===== src/rtl/render_wireframe.sv =====
// ============================================================================
// render_wireframe : edge-table wireframe renderer driving a Bresenham line engine
// Option macro: RENDER_WIREFRAME_REJECT_EN (trivial off-screen edge reject)
// Revision: 1.0
// ============================================================================
`default_nettype none

module draw_line #(
  parameter int CORDW = 16
) (
  input  logic                    clk,
  input  logic                    rst,
  input  logic                    start,
  input  logic                    oe,
  input  logic signed [CORDW-1:0] x0,
  input  logic signed [CORDW-1:0] y0,
  input  logic signed [CORDW-1:0] x1,
  input  logic signed [CORDW-1:0] y1,
  output logic signed [CORDW-1:0] x,
  output logic signed [CORDW-1:0] y,
  output logic                    drawing,
  output logic                    done
);
  // Extra headroom so |delta| and 2*err never overflow for any CORDW-bit endpoints
  localparam int DW = CORDW + 4;
  localparam logic signed [CORDW-1:0] ONE = 1;

  logic                    active, neg_x, neg_y;
  logic signed [CORDW-1:0] xe, ye;
  logic signed [DW-1:0]    dx, dy, err, e2, ddx, ddy, adx, ndy;
  logic                    at_end, step_x, step_y;

  always_comb begin
    ddx    = DW'(x1) - DW'(x0);
    ddy    = DW'(y1) - DW'(y0);
    adx    = ddx[DW-1] ? -ddx : ddx;
    ndy    = ddy[DW-1] ? ddy : -ddy;
    e2     = err <<< 1;
    at_end = (x == xe) && (y == ye);
    step_x = (e2 >= dy);
    step_y = (e2 <= dx);
  end

  assign drawing = active && oe;
  assign done    = drawing && at_end;

  always_ff @(posedge clk or posedge rst) begin
    if (rst) begin
      active <= 1'b0;
      neg_x  <= 1'b0;
      neg_y  <= 1'b0;
      x      <= '0;
      y      <= '0;
      xe     <= '0;
      ye     <= '0;
      dx     <= '0;
      dy     <= '0;
      err    <= '0;
    end else if (!active) begin
      if (start) begin
        active <= 1'b1;
        x      <= x0;
        y      <= y0;
        xe     <= x1;
        ye     <= y1;
        neg_x  <= ddx[DW-1];
        neg_y  <= ddy[DW-1];
        dx     <= adx;
        dy     <= ndy;
        err    <= adx + ndy;
      end
    end else if (oe) begin
      if (at_end) begin
        active <= 1'b0;
      end else begin
        if (step_x) x <= neg_x ? x - ONE : x + ONE;
        if (step_y) y <= neg_y ? y - ONE : y + ONE;
        err <= err + (step_x ? dy : '0) + (step_y ? dx : '0);
      end
    end
  end
endmodule

module render_wireframe #(
  parameter  int CORDW     = 16,
  parameter  int VCORDW    = 9,
  parameter  int CIDXW     = 4,
  parameter  int MAX_EDGES = 16,
  localparam int EW        = $clog2(MAX_EDGES),
  localparam int TW        = 4*VCORDW + CIDXW
) (
  input  logic                    clk,
  input  logic                    rst,
  input  logic                    tbl_we,
  input  logic [EW-1:0]           tbl_addr,
  input  logic [TW-1:0]           tbl_data,
  input  logic [EW:0]             edge_cnt,
  input  logic [1:0]              scale_sh,
  input  logic signed [CORDW-1:0] off_x,
  input  logic signed [CORDW-1:0] off_y,
  input  logic                    loop,
  input  logic                    start,
  input  logic                    oe,
  output logic signed [CORDW-1:0] x,
  output logic signed [CORDW-1:0] y,
  output logic [CIDXW-1:0]        cidx,
  output logic                    drawing,
  output logic                    busy,
  output logic                    done
);
  typedef enum logic [2:0] {IDLE, FETCH, XFORM, LAUNCH, DRAW, FDONE} state_t;

  state_t                  state, state_n;
  logic [EW-1:0]           idx, idx_n;
  logic [EW:0]             cnt, cnt_clamp;
  logic [1:0]              sh;
  logic signed [CORDW-1:0] ox, oy;
  logic                    loop_r;
  logic [TW-1:0]           tbl [MAX_EDGES];
  logic [TW-1:0]           ent;
  logic signed [CORDW-1:0] tx0, ty0, tx1, ty1, lx0, ly0, lx1, ly1;
  logic [CIDXW-1:0]        cidx_r;
  logic                    last, reject, draw_start, draw_done;

  function automatic logic [CORDW-1:0] xf(input logic [VCORDW-1:0] v, input logic [1:0] s,
                                          input logic [CORDW-1:0] o);
    return (CORDW'(v) << s) + o;
  endfunction

  assign cnt_clamp = (edge_cnt > (EW+1)'(MAX_EDGES)) ? (EW+1)'(MAX_EDGES) : edge_cnt;
  assign last      = ((EW+1)'(idx) + (EW+1)'(1)) == cnt;

  assign tx0 = xf(ent[4*VCORDW-1 -: VCORDW], sh, ox);
  assign ty0 = xf(ent[3*VCORDW-1 -: VCORDW], sh, oy);
  assign tx1 = xf(ent[2*VCORDW-1 -: VCORDW], sh, ox);
  assign ty1 = xf(ent[VCORDW-1:0],           sh, oy);

`ifdef RENDER_WIREFRAME_REJECT_EN
  localparam logic signed [CORDW-1:0] SCR_W = 320;
  localparam logic signed [CORDW-1:0] SCR_H = 180;
  assign reject = (tx0[CORDW-1] && tx1[CORDW-1]) || (ty0[CORDW-1] && ty1[CORDW-1]) ||
                  (tx0 >= SCR_W && tx1 >= SCR_W) || (ty0 >= SCR_H && ty1 >= SCR_H);
`else
  assign reject = 1'b0;
`endif

  // Table storage has no reset; its contents are meaningless until written
  always_ff @(posedge clk) begin
    if (tbl_we && state == IDLE) tbl[tbl_addr] <= tbl_data;
    if (state == FETCH) ent <= tbl[idx];
  end

  always_ff @(posedge clk or posedge rst) begin
    if (rst) begin
      state  <= IDLE;
      idx    <= '0;
      cnt    <= '0;
      sh     <= '0;
      ox     <= '0;
      oy     <= '0;
      loop_r <= 1'b0;
      cidx_r <= '0;
      lx0    <= '0;
      ly0    <= '0;
      lx1    <= '0;
      ly1    <= '0;
    end else begin
      state <= state_n;
      idx   <= idx_n;
      if (state == IDLE && start) begin
        cnt    <= cnt_clamp;
        sh     <= scale_sh;
        ox     <= off_x;
        oy     <= off_y;
        loop_r <= loop;
      end
      if (state == XFORM) begin
        lx0    <= tx0;
        ly0    <= ty0;
        lx1    <= tx1;
        ly1    <= ty1;
        cidx_r <= ent[TW-1 -: CIDXW];
      end
    end
  end

  always_comb begin
    state_n    = state;
    idx_n      = idx;
    draw_start = 1'b0;
    case (state)
      IDLE: begin
        if (start) begin
          idx_n   = '0;
          state_n = (cnt_clamp == '0) ? FDONE : FETCH;
        end
      end
      FETCH: state_n = XFORM;
      XFORM: begin
        if (!reject) begin
          state_n = LAUNCH;
        end else if (last) begin
          state_n = FDONE;
        end else begin
          idx_n   = idx + EW'(1);
          state_n = FETCH;
        end
      end
      LAUNCH: begin
        draw_start = 1'b1;
        state_n    = DRAW;
      end
      DRAW: begin
        if (draw_done) begin
          if (last) begin
            state_n = FDONE;
          end else begin
            idx_n   = idx + EW'(1);
            state_n = FETCH;
          end
        end
      end
      FDONE: begin
        idx_n   = '0;
        state_n = (loop_r && cnt != '0) ? FETCH : IDLE;
      end
      default: state_n = IDLE;
    endcase
  end

  assign cidx = cidx_r;
  assign busy = (state != IDLE);
  assign done = (state == FDONE);

  draw_line #(.CORDW(CORDW)) u_line (
    .clk     (clk),
    .rst     (rst),
    .start   (draw_start),
    .oe      (oe),
    .x0      (lx0),
    .y0      (ly0),
    .x1      (lx1),
    .y1      (ly1),
    .x       (x),
    .y       (y),
    .drawing (drawing),
    .done    (draw_done)
  );
endmodule

`default_nettype wire


===== config.mk =====
export PLATFORM = sky130hd
export DESIGN_NAME = render_wireframe
export DESIGN_NICKNAME = d
export VERILOG_FILES = /design/src/rtl/render_wireframe.sv
export SDC_FILE = /design/constraint.sdc
export NUM_CORES = 2
export LEC_CHECK = 0
export BUFFER_PORTS_ARGS = -buffer_cell sky130_fd_sc_hd__buf_2
export CORE_AREA = 2 2 293 295
export CTS_CLUSTER_SIZE = 40
export DETAILED_ROUTE_END_ITERATION = 7
export DIE_AREA = 0 0 295 297
export PLACE_DENSITY = 0.68
export SLEW_MARGIN = 10
export SYNTH_ARGS = -nofsm -noshare
export SYNTH_HDL_FRONTEND = slang
export SYNTH_SLANG_ARGS = --single-unit

===== constraint.sdc =====
create_clock -name clk -period 9.67 [get_ports clk]
set_input_delay 2.4175 -clock clk [delete_from_list [all_inputs] [get_ports clk]]
set_output_delay 2.4175 -clock clk [all_outputs]
set_load 0.005 [all_outputs]

==> impl_summary.log <==
[metrics] Post-Synthesis Cell Area: ~45,000 µm²
[metrics] overall die height: approximately 300 µm
[metrics] Slew headroom: just under 30%
[metrics] fill cell count: 6,606
[metrics] yosys warns: 0
[metrics] Worst Setup End Kind: flip-flop
[metrics] vias in the first global route: 28.5k
[metrics] clock network fraction of total power: 21.4%
[metrics] Buffers & Inverters on Critical Path: 2
[metrics] hold violation total from the final report: 0
[metrics] run status: complete, no violations
[metrics] Switching Power: approximately 7000 µW
[metrics] endpoint arrival time on the critical path: roughly 6.7 ns
[metrics] number of max-slew violations in the final report: 0
[metrics] final non-filler cell total: 4,927
[metrics] Async S/R FF share, synth: a little over a quarter
[metrics] Static Leak: between 0.015 and 0.02 µW
[metrics] power density normalized to cell area: around 340 nW/µm²
[metrics] setup bufs post-CTS: 0
[metrics] total CTS buffers: between 90 and 100
[metrics] fraction of power consumed by sequential logic: approximately 30%
[metrics] syn nets: around 3.9k
[metrics] antenna-violating nets left: 0
[metrics] worst slew pin tran: between 1 and 1.5 ns
[metrics] routed vias: 28.5k
[metrics] cell-internal power: a little over 10,000 µW
[metrics] CTS Buffer Depth: 3
[metrics] synthesized flop and latch total: a little over 900
[metrics] total negative setup slack: 0 ns
[metrics] Mapped Cells: ~3.6k
[metrics] Die ar.: 87,600 µm²
[metrics] latest clock arrival within the worst-skew pair: between 0.6 and 0.7 ns
[metrics] sequential area share after synthesis: between 50% and 60%
[metrics] cell type group with the largest total delay on the critical path: compound AO/OA/AOI/OAI gates
[metrics] overall power after layout: 17,300 µW
[metrics] final hold slack: around 0.48 ns
[metrics] Placed Instances: roughly 4.7k
[metrics] Root Buffer Master: sky130_fd_sc_hd__clkbuf_16
[metrics] Initial Utilization: between 50% and 60%
[metrics] top cell type by total area after synthesis: sky130_fd_sc_hd__edfxtp_1
[metrics] number of library cell types mapped by synthesis: 80
[metrics] count of unresolved DRC violations after routing: 0
[metrics] DRC violation total after the first TritonRoute iteration: 2,395
[metrics] classification of the worst-slack hold path: reg -> reg
[metrics] Logic pwr share: roughly half
[metrics] final cycle utilization of the critical path: between 60% and 70%
[metrics] proportion of netlist area held by the largest area contributor: 45.2%
[metrics] RSZ-0062 raised after global routing: no
[metrics] hold buffers post-CTS: 0
[metrics] Post-Route Skew: between 0.03 and 0.04 ns
[metrics] cell types with the highest counts after synthesis: 680 x sky130_fd_sc_hd__edfxtp_1, 457 x sky130_fd_sc_hd__nand2_1, 262 x sky130_fd_sc_hd__o21ai_0
[metrics] fraction of layout cells with a size suffix above 1: 14.2%
[metrics] routability cong.: around 0.9
[metrics] CTS tree: built
[metrics] type of origin of the critical path: flip-flop
[metrics] number of antenna violations at the first check in global routing: 11
[metrics] dominant cell by count in the synthesized netlist: sky130_fd_sc_hd__edfxtp_1
[metrics] length of the first detailed-routing pass in iterations: 6
[metrics] switching portion of total power: 40.0%
[metrics] Peak supply drop: between 0.3 and 0.4 mV
[metrics] WL per Instance: between 20 and 25 µm
[metrics] largest net degree at the start of global routing: between 100 and 150
[metrics] area grow syn2layout: 11.6%
[metrics] endpoints failing setup: 0
[metrics] Post-Place Worst Slack: between 3 and 4 ns
[metrics] post-detail-place hpwl: between 60,000 and 70,000 µm
[metrics] horizontal die dimension: 295 µm
[metrics] required time of the critical path: just over 10 ns
[metrics] clock-pin transition on the worst setup and hold timing paths: ~0.060 ns
[metrics] Floorplan Core Area: about 84,000 µm²
[metrics] number of H-tree levels: 3
[metrics] worst-path cell with the longest stage delay: sky130_fd_sc_hd__fa_1
[metrics] number of top-level pins: 128
[metrics] Port Buffers: 127
[metrics] Global Route Usage Sum: 25.2%
[metrics] setup ws final: 3.50 ns
[metrics] vias per cell: 5.79
[metrics] cell breakdown of the critical path: ha_1, and4_1, nand2_1, o31a_1, a31oi_1, mux2i_1, buf_4, nand2_1, fa_1, inv_1, ha_1, a211oi_1, o21ai_0, a31o_2, a41oi_1, o221ai_1, o41ai_1, o21ai_0, xnor2_1, nor2_1, a221o_1
[metrics] Final nets: ~4k
[metrics] crit path kind: reg -> reg
[metrics] Total Wirelength: about 110,000 µm
[metrics] global-route wire length before repair: between 150,000 and 200,000 µm
[metrics] final period demand of the worst path: 6.17 ns
[metrics] number of clock sinks: between 900 and 1k
[metrics] grt total ovfl: 0
[metrics] number of instances resized during post-cts repair: 0
[metrics] reported max-cap violation count: 0
[metrics] number of placement rows: around 110
[metrics] slowest stage delay, CP: 0.57 ns
[metrics] most instantiated flip-flop cell in the synthesis netlist: sky130_fd_sc_hd__edfxtp_1
[metrics] mean area per synthesized cell: around 13 µm²
[metrics] Max Clk Rate: around 160 MHz
[metrics] number of flops mapped to enable cells by yosys: 680
[metrics] top fanout value on the critical path: 16
[metrics] cell types with the largest area share after synthesis: sky130_fd_sc_hd__edfxtp_1 45%, sky130_fd_sc_hd__dfrtp_1 13%, sky130_fd_sc_hd__ha_1 5.1%
[logic make-up (layout without fill, tap and decap cells)]
kind of cell / count (synthesis) / in the layout / synth area share (%)
buffers and inverters: 338 / 530 / 2.81
DFF: 921 / 921 / 58.5
muxes: 334 / 334 / 10.1
adders and majority gates: 212 / 212 / 6.33
AOI/OAI and AO/OA: 720 / 720 / 9.95
xor gates and xnor gates: 180 / 180 / 3.52
and+or+nand+nor: 880 / 880 / 8.72
other: 1 / 6 / 0.00829
[state kept, by name, indices dropped and copies added, names as in the netlist, 16 cells and up]
register / cells
ent: 40
tbl: 640
oy: 16
u_line.ye: 16
u_line.dy: 20
lx0: 16
u_line.xe: 16
ly1: 16
u_line.y: 16
lx1: 16
u_line.dx: 20
ox: 16
u_line.err: 19
ly0: 16
u_line.x: 16
[power by group through the flow]
stage | logic (µW) | clock network, µW | registers [µW]
after floorplan | 6600 | 0 | 4980
after global placement | 8290 | 0 | 5180
after detailed placement | 8390 | 0 | 5200
after CTS | 8440 | 3770 | 5120
after global routing | 9440 | 3940 | 5170
final | 8500 | 3710 | 5120
[cells in the final DEF, fill, tap and decap left out, types with 32 or more instances in the layout]
cell                          n
sky130_fd_sc_hd__mux4_2      92
sky130_fd_sc_hd__ha_1       184
sky130_fd_sc_hd__a22oi_1     43
sky130_fd_sc_hd__edfxtp_1   680
sky130_fd_sc_hd__mux2i_1    167
sky130_fd_sc_hd__nor3_1      43
sky130_fd_sc_hd__dfrtp_1    234
sky130_fd_sc_hd__a211oi_1    32
sky130_fd_sc_hd__clkbuf_16   94
sky130_fd_sc_hd__inv_1      187
sky130_fd_sc_hd__buf_4       37
sky130_fd_sc_hd__nor2_1     144
sky130_fd_sc_hd__mux2_2      75
sky130_fd_sc_hd__a21oi_1    181
sky130_fd_sc_hd__a221oi_1    41
sky130_fd_sc_hd__o21ai_0    262
sky130_fd_sc_hd__a21o_1      35
sky130_fd_sc_hd__nand3_1     39
sky130_fd_sc_hd__xnor2_1     80
sky130_fd_sc_hd__nand2_1    456
sky130_fd_sc_hd__xor2_1      99
sky130_fd_sc_hd__nor2b_1     33
sky130_fd_sc_hd__buf_2      127
[worst paths after layout]
| kind | startpoint | endpoint | slack [ns] | depth (start not counted) |
|---|---|---|---|---|
| min in group asynchronous | rst | u_line.x[14] | 1.86 | 2 |
| worst min-delay path | ent[37] | cidx[1] | 0.48 | 1 |
| worst min register to register | ent[37] | cidx[1] | 0.48 | 1 |
| worst max register to register | u_line.err[18] | u_line.err[18] | 3.50 | 21 |
| worst max-delay path | u_line.err[18] | u_line.err[18] | 3.50 | 21 |
| max in group asynchronous | rst | ly0[8] | 6.52 | 3 |
[per-layer routing]
layer | part of all wire [%] | vias to the layer above | global-route usage, %
met4 | 2.9 | 8 | 8.14
met5 | 0.047 | - | 0
met2 | 50 | 742 | 43.3
met3 | 5.4 | 180 | 3.77
li1 | - | 13500 | -
met1 | 42 | 14100 | 33.0
[area by class of cell]
class | count | area, µm² | area share [%]
Antenna cell | 5 | 12.5 | 0.0248
Clock buffer | 124 | 2530 | 5.03
Clock inverter | 50 | 668 | 1.32
Inverter | 189 | 717 | 1.42
Multi-Input combinational cell | 2327 | 17600 | 35.0
Sequential cell | 921 | 26500 | 52.5
Tap cell | 1144 | 1430 | 2.84
Timing Repair Buffer | 167 | 973 | 1.93
[metrics by stage]
stage / area (µm²) / utilization, %
5_1_grt: 50400 / 59.7
3_5_place_dp: 47200 / 55.9
3_3_place_gp: 47200 / 55.9
2_1_floorplan: 45200 / -
6_report: 50400 / 59.7
4_1_cts: 50400 / 59.7
Note: power is estimated with default switching activity, not from simulation.
